File: src/rtl/lsu_pkg.sv
// lsu_pkg: shared types and helpers for the load/store memory-stage controller
//   mem_size_e  : access size encoding (11 is treated as WORD by users)
//   lsu_state_e : bus handshake state
//   rot_amt     : data rotate amount for a byte offset
//   byte_en     : byte-enable mask for a size/offset pair
package lsu_pkg;

   typedef enum logic [1:0] {
      BYTE = 2'b00,
      HALF = 2'b01,
      WORD = 2'b10
   } mem_size_e;

   typedef enum logic [1:0] {
      IDLE = 2'b00,
      REQ  = 2'b01,
      RESP = 2'b10
   } lsu_state_e;

   // (4 - off) mod 4 is simply the 2-bit two's-complement negation
   function automatic logic [1:0] rot_amt(input logic [1:0] off);
      return 2'd0 - off;
   endfunction

   function automatic logic [3:0] byte_en(input logic [1:0] size, input logic [1:0] off);
      return size == BYTE ? 4'b0001 << off :
             size == HALF ? 4'b0011 << off : 4'b1111;
   endfunction

endpackage

File: src/rtl/lsu_align_chk.sv
// lsu_align_chk: combinational size/offset decode for one memory op
//   i_size       : access size (00 byte, 01 half, 1x word)
//   i_off        : byte offset, address bits [1:0]
//   o_be         : byte enables on the word bus
//   o_rot        : rotate amount for the datapath
//   o_misaligned : half on odd offset or word on non-zero offset
module lsu_align_chk
   import lsu_pkg::*;
(
   input  logic [1:0] i_size,
   input  logic [1:0] i_off,
   output logic [3:0] o_be,
   output logic [1:0] o_rot,
   output logic       o_misaligned
);

   assign o_be  = byte_en(i_size, i_off);
   assign o_rot = rot_amt(i_off);
   // any size other than byte/half is handled as a word
   assign o_misaligned = i_size == HALF ? i_off[0] : i_size != BYTE && i_off != 2'b00;

endmodule

File: src/rtl/lsu_mem_ctrl.sv
// lsu_mem_ctrl: load/store memory-stage controller driving a req/gnt/rvalid data bus
//   clk, rst                : clock, synchronous active-high reset
//   ex_*                    : EX-stage memory op (valid, store, size, unsigned, addr)
//   ex_rotate_amount, stall : combinational store rotate and pipeline freeze
//   dmem_*                  : data-memory bus (req/we/addr/be out, gnt/rvalid in)
//   mem_*                   : registered load rotate and size/sign flags of the accepted op
//   load_valid              : pulse one cycle after the accepted rvalid
//   misaligned, bus_err     : one-cycle fault pulses, faulting address in fault_addr
module lsu_mem_ctrl
   import lsu_pkg::*;
#(
   parameter int TIMEOUT_CYCLES = 64,
   parameter int CNT_W          = 8
) (
   input  logic        clk,
   input  logic        rst,
   input  logic        ex_valid,
   input  logic        ex_store,
   input  logic [1:0]  ex_size,
   input  logic        ex_unsigned,
   input  logic [31:0] ex_addr,
   output logic [1:0]  ex_rotate_amount,
   output logic        stall,
   output logic        dmem_req,
   output logic        dmem_we,
   output logic [31:0] dmem_addr,
   output logic [3:0]  dmem_be,
   input  logic        dmem_gnt,
   input  logic        dmem_rvalid,
   output logic [1:0]  mem_rotate_amount,
   output logic        mem_byte_op,
   output logic        mem_half_op,
   output logic        mem_unsigned_op,
   output logic        load_valid,
   output logic        misaligned,
   output logic        bus_err,
   output logic [31:0] fault_addr
);

   localparam logic [CNT_W-1:0] TO_LAST = CNT_W'(TIMEOUT_CYCLES == 0 ? 0 : TIMEOUT_CYCLES - 1);

   lsu_state_e       r_state;
   logic [CNT_W-1:0] r_cnt;
   logic [31:0]      r_addr;
   logic [31:0]      r_fault_addr;
   logic [3:0]       r_be;
   logic [1:0]       r_rot;
   logic             r_we;
   logic             r_byte;
   logic             r_half;
   logic             r_uns;
   logic             r_load_valid;
   logic             r_misaligned;
   logic             r_bus_err;

   logic [3:0] w_be;
   logic [1:0] w_rot;
   logic       w_mis;
   logic       w_accept;
   logic       w_mis_fault;
   logic       w_waiting;
   logic       w_timeout;
   logic       w_done;

   lsu_align_chk u_align (
      .i_size       (ex_size),
      .i_off        (ex_addr[1:0]),
      .o_be         (w_be),
      .o_rot        (w_rot),
      .o_misaligned (w_mis)
   );

   assign stall = (r_state == REQ && !(dmem_gnt && r_we)) || (r_state == RESP && !dmem_rvalid);

   assign w_accept    = ex_valid && !stall && !w_mis;
   assign w_mis_fault = ex_valid && !stall && w_mis;
   // a load grant counts as progress, so only a cycle with no bus event can time out
   assign w_waiting   = (r_state == REQ && !dmem_gnt) || (r_state == RESP && !dmem_rvalid);
   assign w_timeout   = TIMEOUT_CYCLES != 0 && w_waiting && r_cnt >= TO_LAST;
   assign w_done      = (r_state == REQ && dmem_gnt && r_we) || (r_state == RESP && dmem_rvalid);

   always_ff @(posedge clk) begin
      if (rst) begin
         r_state      <= IDLE;
         r_cnt        <= '0;
         r_addr       <= '0;
         r_fault_addr <= '0;
         r_be         <= '0;
         r_rot        <= '0;
         r_we         <= 1'b0;
         r_byte       <= 1'b0;
         r_half       <= 1'b0;
         r_uns        <= 1'b0;
         r_load_valid <= 1'b0;
         r_misaligned <= 1'b0;
         r_bus_err    <= 1'b0;
      end else begin
         r_load_valid <= r_state == RESP && dmem_rvalid;
         r_misaligned <= w_mis_fault;
         r_bus_err    <= w_timeout;
         // misaligned needs !stall while a timeout needs stall, so these never collide
         if (w_mis_fault)
            r_fault_addr <= ex_addr;
         else if (w_timeout)
            r_fault_addr <= r_addr;
         r_cnt <= w_accept ? '0 : r_state != IDLE ? r_cnt + CNT_W'(1) : r_cnt;
         if (w_accept) begin
            r_state <= REQ;
            r_addr  <= ex_addr;
            r_be    <= w_be;
            r_we    <= ex_store;
            r_rot   <= w_rot;
            r_byte  <= ex_size == BYTE;
            r_half  <= ex_size == HALF;
            r_uns   <= ex_unsigned;
         end else if (w_done || w_timeout)
            r_state <= IDLE;
         else if (r_state == REQ && dmem_gnt)
            r_state <= RESP;
      end
   end

   assign ex_rotate_amount  = w_rot;
   assign dmem_req          = r_state == REQ;
   assign dmem_we           = r_we;
   assign dmem_addr         = {r_addr[31:2], 2'b00};
   assign dmem_be           = r_be;
   assign mem_rotate_amount = r_rot;
   assign mem_byte_op       = r_byte;
   assign mem_half_op       = r_half;
   assign mem_unsigned_op   = r_uns;
   assign load_valid        = r_load_valid;
   assign misaligned        = r_misaligned;
   assign bus_err           = r_bus_err;
   assign fault_addr        = r_fault_addr;

endmodule

File: config.mk
export PLATFORM = sky130hd
export DESIGN_NAME = lsu_mem_ctrl
export DESIGN_NICKNAME = d
export VERILOG_FILES = /design/src/rtl/lsu_pkg.sv /design/src/rtl/lsu_align_chk.sv /design/src/rtl/lsu_mem_ctrl.sv
export SDC_FILE = /design/constraint.sdc
export NUM_CORES = 1
export LEC_CHECK = 0
export ABC_AREA = 0
export CORE_MARGIN = 5
export CORE_UTILIZATION = 51
export CTS_CLUSTER_DIAMETER = 80
export DETAILED_ROUTE_END_ITERATION = 6
export GPL_TIMING_DRIVEN = 0
export PLACE_DENSITY = 0.85
export SKIP_CTS_REPAIR_TIMING = 1
export SLEW_MARGIN = 20
export SYNTH_ARGS = -nofsm -noshare
export SYNTH_HDL_FRONTEND = slang
export SYNTH_SLANG_ARGS = --single-unit
File: constraint.sdc
create_clock -name clk -period 2.8 [get_ports clk]
set_clock_uncertainty 0.15 [all_clocks]
set_input_delay 0.28 -clock clk [delete_from_list [all_inputs] [get_ports clk]]
set_output_delay 0.28 -clock clk [all_outputs]
set_load 0.02 [all_outputs]
======== Yosys cells after proc, flatten, opt, wreduce, memory -nomap -nowiden ========
Cells that the tools add are included.
word-level totals
  bits in registers ....................... 87
  input port bits ......................... 41
  output and inout port bits .............. 81
cells by class
  $add $sub $neg .......................... 2
  magnitude comparators ................... 1
  eq/ne operators ......................... 3
  shift-type cells ........................ 2
  multiplexer cells ....................... 8
  reduce and logical (&&, ||, !) cells .... 29
operators with widths
  cell                                                  number
  2-to-1 mux 32 bit                                     2
  logical AND 1 bit                                     12
  adder 8 x 1 -> 8 bit (second input constant)          1
  >= comparator 8 x 6 -> 1 bit (second input constant)  1
  2-to-1 mux 4 bit                                      2
  nonzero test 2 bit                                    4
  zero test 1 bit                                       5
  == test 2 x 1 -> 1 bit (second input constant)        2
  logical OR 1 bit                                      4
  2-to-1 mux 1 bit                                      4
  left shift 1 x 2 -> 4 bit (first input constant)      1
  left shift 2 x 2 -> 4 bit (first input constant)      1
  nonzero test 3 bit                                    1
  OR reduction 3 bit                                    1
  == test 2 bit (second input constant)                 1
  zero test 2 bit                                       1
  OR reduction 2 bit                                    1
  subtractor 1 x 2 -> 2 bit (first input constant)      1

======== Logic depth before layout (Yosys ltp) ========
  depth after elaboration ................. 8
  depth in mapped cells ................... 7
  depth with buffers taken out ............ 5

======== Cells and area by module ========
Synthesis repeated with hierarchy kept, for this count alone.
unflattened totals
  cells, all modules ...................... 445
  area, all modules ....................... 4,320.4 µm²
by module, submodules not included
  module         times used  cells an instance  area an instance (µm²)  seq. area each (µm²)
  lsu_mem_ctrl   1           428                4,187.8                 1,741.7
  lsu_align_chk  1           17                 132.6                   0.0

======== Worst setup path after synthesis ========
Ideal clock, no wire load.
  kind .................................... register -> register
  from .................................... register r_state[0]
  to ...................................... register r_fault_addr[10] (netlist: fault_addr[10])
  arrival ................................. 1.514 ns
  setup slack ............................. 1.002 ns
  cell stages (with the launch flop) ...... 8
  period minus slack after synthesis ...... 1.798 ns
  cells stage by stage .................... dfxtp_1 buf_2 or3b_4 and2_1 buf_2 buf_2 o21ai_0 a311oi_1
between the ends
  longest elaborated chain between the ends .. 7
  elaborated cells on any way between the ends .. 13
  those cells by class .................... eq/ne (2); mux (1); reduce/logical (10)
RTL lines
  what                                                     line                                    source
  from (decl)                                              lsu_mem_ctrl.sv:42                      lsu_state_e r_state;
  from (signal assigned)                                   lsu_mem_ctrl.sv:84                      r_state <= IDLE;
  from (signal assigned)                                   lsu_mem_ctrl.sv:108                     r_state <= REQ;
  from (signal assigned)                                   lsu_mem_ctrl.sv:117                     r_state <= IDLE;
  == test 2 x 1 -> 1 bit or == test 2 bit (tied branches)  lsu_mem_ctrl.sv:73, lsu_mem_ctrl.sv:78
  logical AND 1 bit (on tied branches)                     lsu_mem_ctrl.sv:73, lsu_mem_ctrl.sv:78
  logical OR 1 bit                                         lsu_mem_ctrl.sv:73                      assign stall = (r_state == REQ && !(dmem_gnt && r_we)) || (r_state == RESP && !dmem_rvalid);
  zero test 1 bit                                          lsu_mem_ctrl.sv:76                      assign w_mis_fault = ex_valid && !stall && w_mis;
  logical AND 1 bit (2 in series)                          lsu_mem_ctrl.sv:76
  2-to-1 mux 32 bit or nonzero test 2 bit (tied branches)  --
  to (signal assigned)                                     lsu_mem_ctrl.sv:103                     r_fault_addr <= ex_addr;
  to (signal assigned)                                     lsu_mem_ctrl.sv:105                     r_fault_addr <= r_addr;
  to (decl)                                                lsu_mem_ctrl.sv:45                      logic [31:0] r_fault_addr;
Parallel ways exist; a longest one is shown, timed or not.
A chain may end at the register's enable or synchronous reset.

======== Final worst setup path ========
  from .................................... input ex_addr[0]
  to ...................................... output ex_rotate_amount[1]
between the ends
  longest elaborated chain between the ends .. 1
RTL lines
  what                       line                source
  from (decl)                lsu_mem_ctrl.sv:21  input logic [31:0] ex_addr,
  subtractor 1 x 2 -> 2 bit  lsu_pkg.sv:22       return 2'd0 - off;
  to (decl)                  lsu_mem_ctrl.sv:22  output logic [1:0] ex_rotate_amount,
Every way passes these cells.

==> results.toml <==
[layout]
fin_area_mm2 = 0.00563
multiInputGateArea_mm2 = 0.00186
n_fill_cell = 646
regArea_mm2 = 0.00172
finalNonFillerCells = 730
area_growth_pct = 36.5
drive_above_1_share_pct = 13.5
antenna-diode-count = 0
nets = 669
final_util_pct = 72.1

[setup_path]
cp_common_cell = "clkdlybuf4s50_1"
r2r_start = "r_cnt[0]"
critPathKind = "primary input to output port"
cp-end-kind = "output port"
r2r_cells = 6
max_stage_delay_ps = 650
worstPathRequired_ps = 2370
worstReg2RegEnd = "fault_addr[21]"
critical_path.startpoint_type = "primary input"
crit_arrival_ps = 2130
path_max_fanout = 7
cp_slowest_cell = "clkdlybuf4s50_1"
worstPathCellList = "clkdlybuf4s50_1 > inv_1 > ha_1 > clkdlybuf4s50_1"
rrSetupSlack_ps = 580
crit_start = "ex_addr[0]"

[drt]
wl_per_cell_um = 17.7
routed_wl_mm = 12.9
vias = 4347
drtIter0Drc = 388
first_pass_iters = 5
ant_nets = 0
drc_errors = 0
via_per_inst = 5.95

[global_routing]
grt_pass1_wl_mm = 20.2
grt.overflow.total = 0
antenna_found_initial = 0
grt_max_degree = 17
grt_use_total_pct = 24.8
grt_pass1_vias = 4084

[clock_network]
cts_sinks = 86
htree_levels = 3
clk_latency_ps = 360
path_clk_slew_ps = 90
root_buffer = "clkbuf_8"
clk_path_buf_depth = 2
cts_tree = "done"
cts_made_buffers = 9

[timing]
setup_viol = 0
fin_setup_tns_ps = 0
relSlewSlack_pct = 63.3
drv_slew = 0
period_share_pct = 91.6
rsz0062_at_grt = "false"
clock.fmax_mhz = 390
hold_viol = 0
worstMarginPinSlew_ps = 550
period_minus_slack_ps = 2560

[power]
ir_drop_mv = 0.331
power_density_mw_per_mm2 = 524
p_leak_nw = 1.96

[floorplan]
start_util_pct = 52.8
fp-row-count = 32
num_io_pins = 122
core_area_mm2 = 0.00781
fp.dieH_um = 99.9
dieWidth_um = 99.9
fp.dieArea_mm2 = 0.00998

[flow_run]
drv_cap = 0

[place]
placed_cells = 714
dp_hpwl_mm = 9.31
place_area_mm2 = 0.00542
io_buffers = 117
place.gp.congestion = 0.888

[synth]
ys.flop_type = "dfxtp_1"
yosys_register_bits = 86
synthArstFlopShare_pct = 0
synth_top_area_share_pct = 41.8
syn_area_mm2 = 0.00412
ys_types = 41
netlist_instances = 494
synthTopCellsByArea = "dfxtp_1 (42%), nand3_1 (8.3%), o21ai_0 (7.8%)"
synth_edf_count = 0
synth.avg_cell_area_um2 = 8.34
ys_warn_count = 0
yosysSeqAreaShare_pct = 41.8
synth_area_leader_cell = "dfxtp_1"
yosysMostFrequentCell = "dfxtp_1"
synth_common_cells = "dfxtp_1 (86), nand3_1 (68), o21ai_0 (64)"

[min_path]
min_from = "ex_size[0]"
hp-class = "primary input to register"
hold_path_end = "mem_half_op"
min_path_cells = 3

[status]
outcome = "complete, no violations"
==> cells by family (layout without fill, tap and decap cells) <==
group	after synthesis	after routing	synth area share, %
mux	5	5	1.25
simple gates	137	137	17.1
flops	86	86	41.8
buf+inv	93	226	13.1
compound gates	160	160	23.6
xor+xnor	7	7	1.49
fa+ha+maj	5	5	1.52
other cells	1	2	0.0910
==> state kept, by name (all words and copies together), names as in the netlist <==
| name | flops |
|---|---|
| fault_addr | 32 |
| r_addr | 32 |
| r_cnt | 8 |
| dmem_be | 4 |
| r_state | 2 |
| bus_err | 1 |
| dmem_we | 1 |
| load_valid | 1 |
| mem_byte_op | 1 |
| mem_half_op | 1 |
| mem_rotate_amount | 1 |
| mem_unsigned_op | 1 |
| misaligned | 1 |
==> critical path: cells and delay by family <==
kind | cells | cell delay [ps]
buffers and inverters | 3 | 1440
adders and majority gates | 1 | 410
==> worst max path at each step <==
stage                                      to  slack, ps  cells past startpoint
after floorplan                fault_addr[10]       1000                      7
after global placement             r_addr[22]        110                      8
after detailed placement       fault_addr[22]        -20                      8
after CTS                 ex_rotate_amount[1]        250                      4
after global routing           fault_addr[26]        160                      8
final                     ex_rotate_amount[1]        240                      4
==> layout by cell type, fill, tap and decap left out, drive strengths merged, types with 7 or more instances in the layout <==
cell type      count
buf               64
nand2              7
a311oi            35
clkdlybuf4s50    117
nor3              43
inv                9
o21ai             74
clkbuf            33
nand3             68
dfxtp             86
nor2               7
a21oi             42
==> metrics by stage <==
stage	hold WS [ps]	power, W	worst slack, ps
after detailed placement	325	0.00206	-21.7
after global placement	315	0.00204	109
final	157	0.00295	235
after global routing	164	0.00305	165
after floorplan	278	0.00175	1000
after CTS	142	0.00294	247
==> cell type report <==
cell class | count | area share, %
buffer | 88 | 9.30
clock buffer | 9 | 2.20
clock inverter | 7 | 1.40
inverter | 5 | 0.334
multi-input combinational | 316 | 33.1
sequential | 86 | 30.6
tap | 102 | 2.27
timing repair buffer | 117 | 20.8
==> power by group <==
group	leakage (nW)	total [W]	internal, W	switching [W]
logic	1.15	0.000690	0.000311	0.000379
clock network	0.105	0.000908	0.000425	0.000482
registers	0.704	0.00135	0.00130	0.0000500
total	1.96	0.00295	0.00204	0.000911
==> routing by layer <==
layer	share of wire (%)	vias up	global-route usage, %
li1	-	2035	-
met1	41	2029	32.8
met2	48	264	41.0
met3	9.8	19	4.59
met4	1.3	0	7.67
met5	0	-	0
No activity file was read; power rests on OpenSTA's default activity.
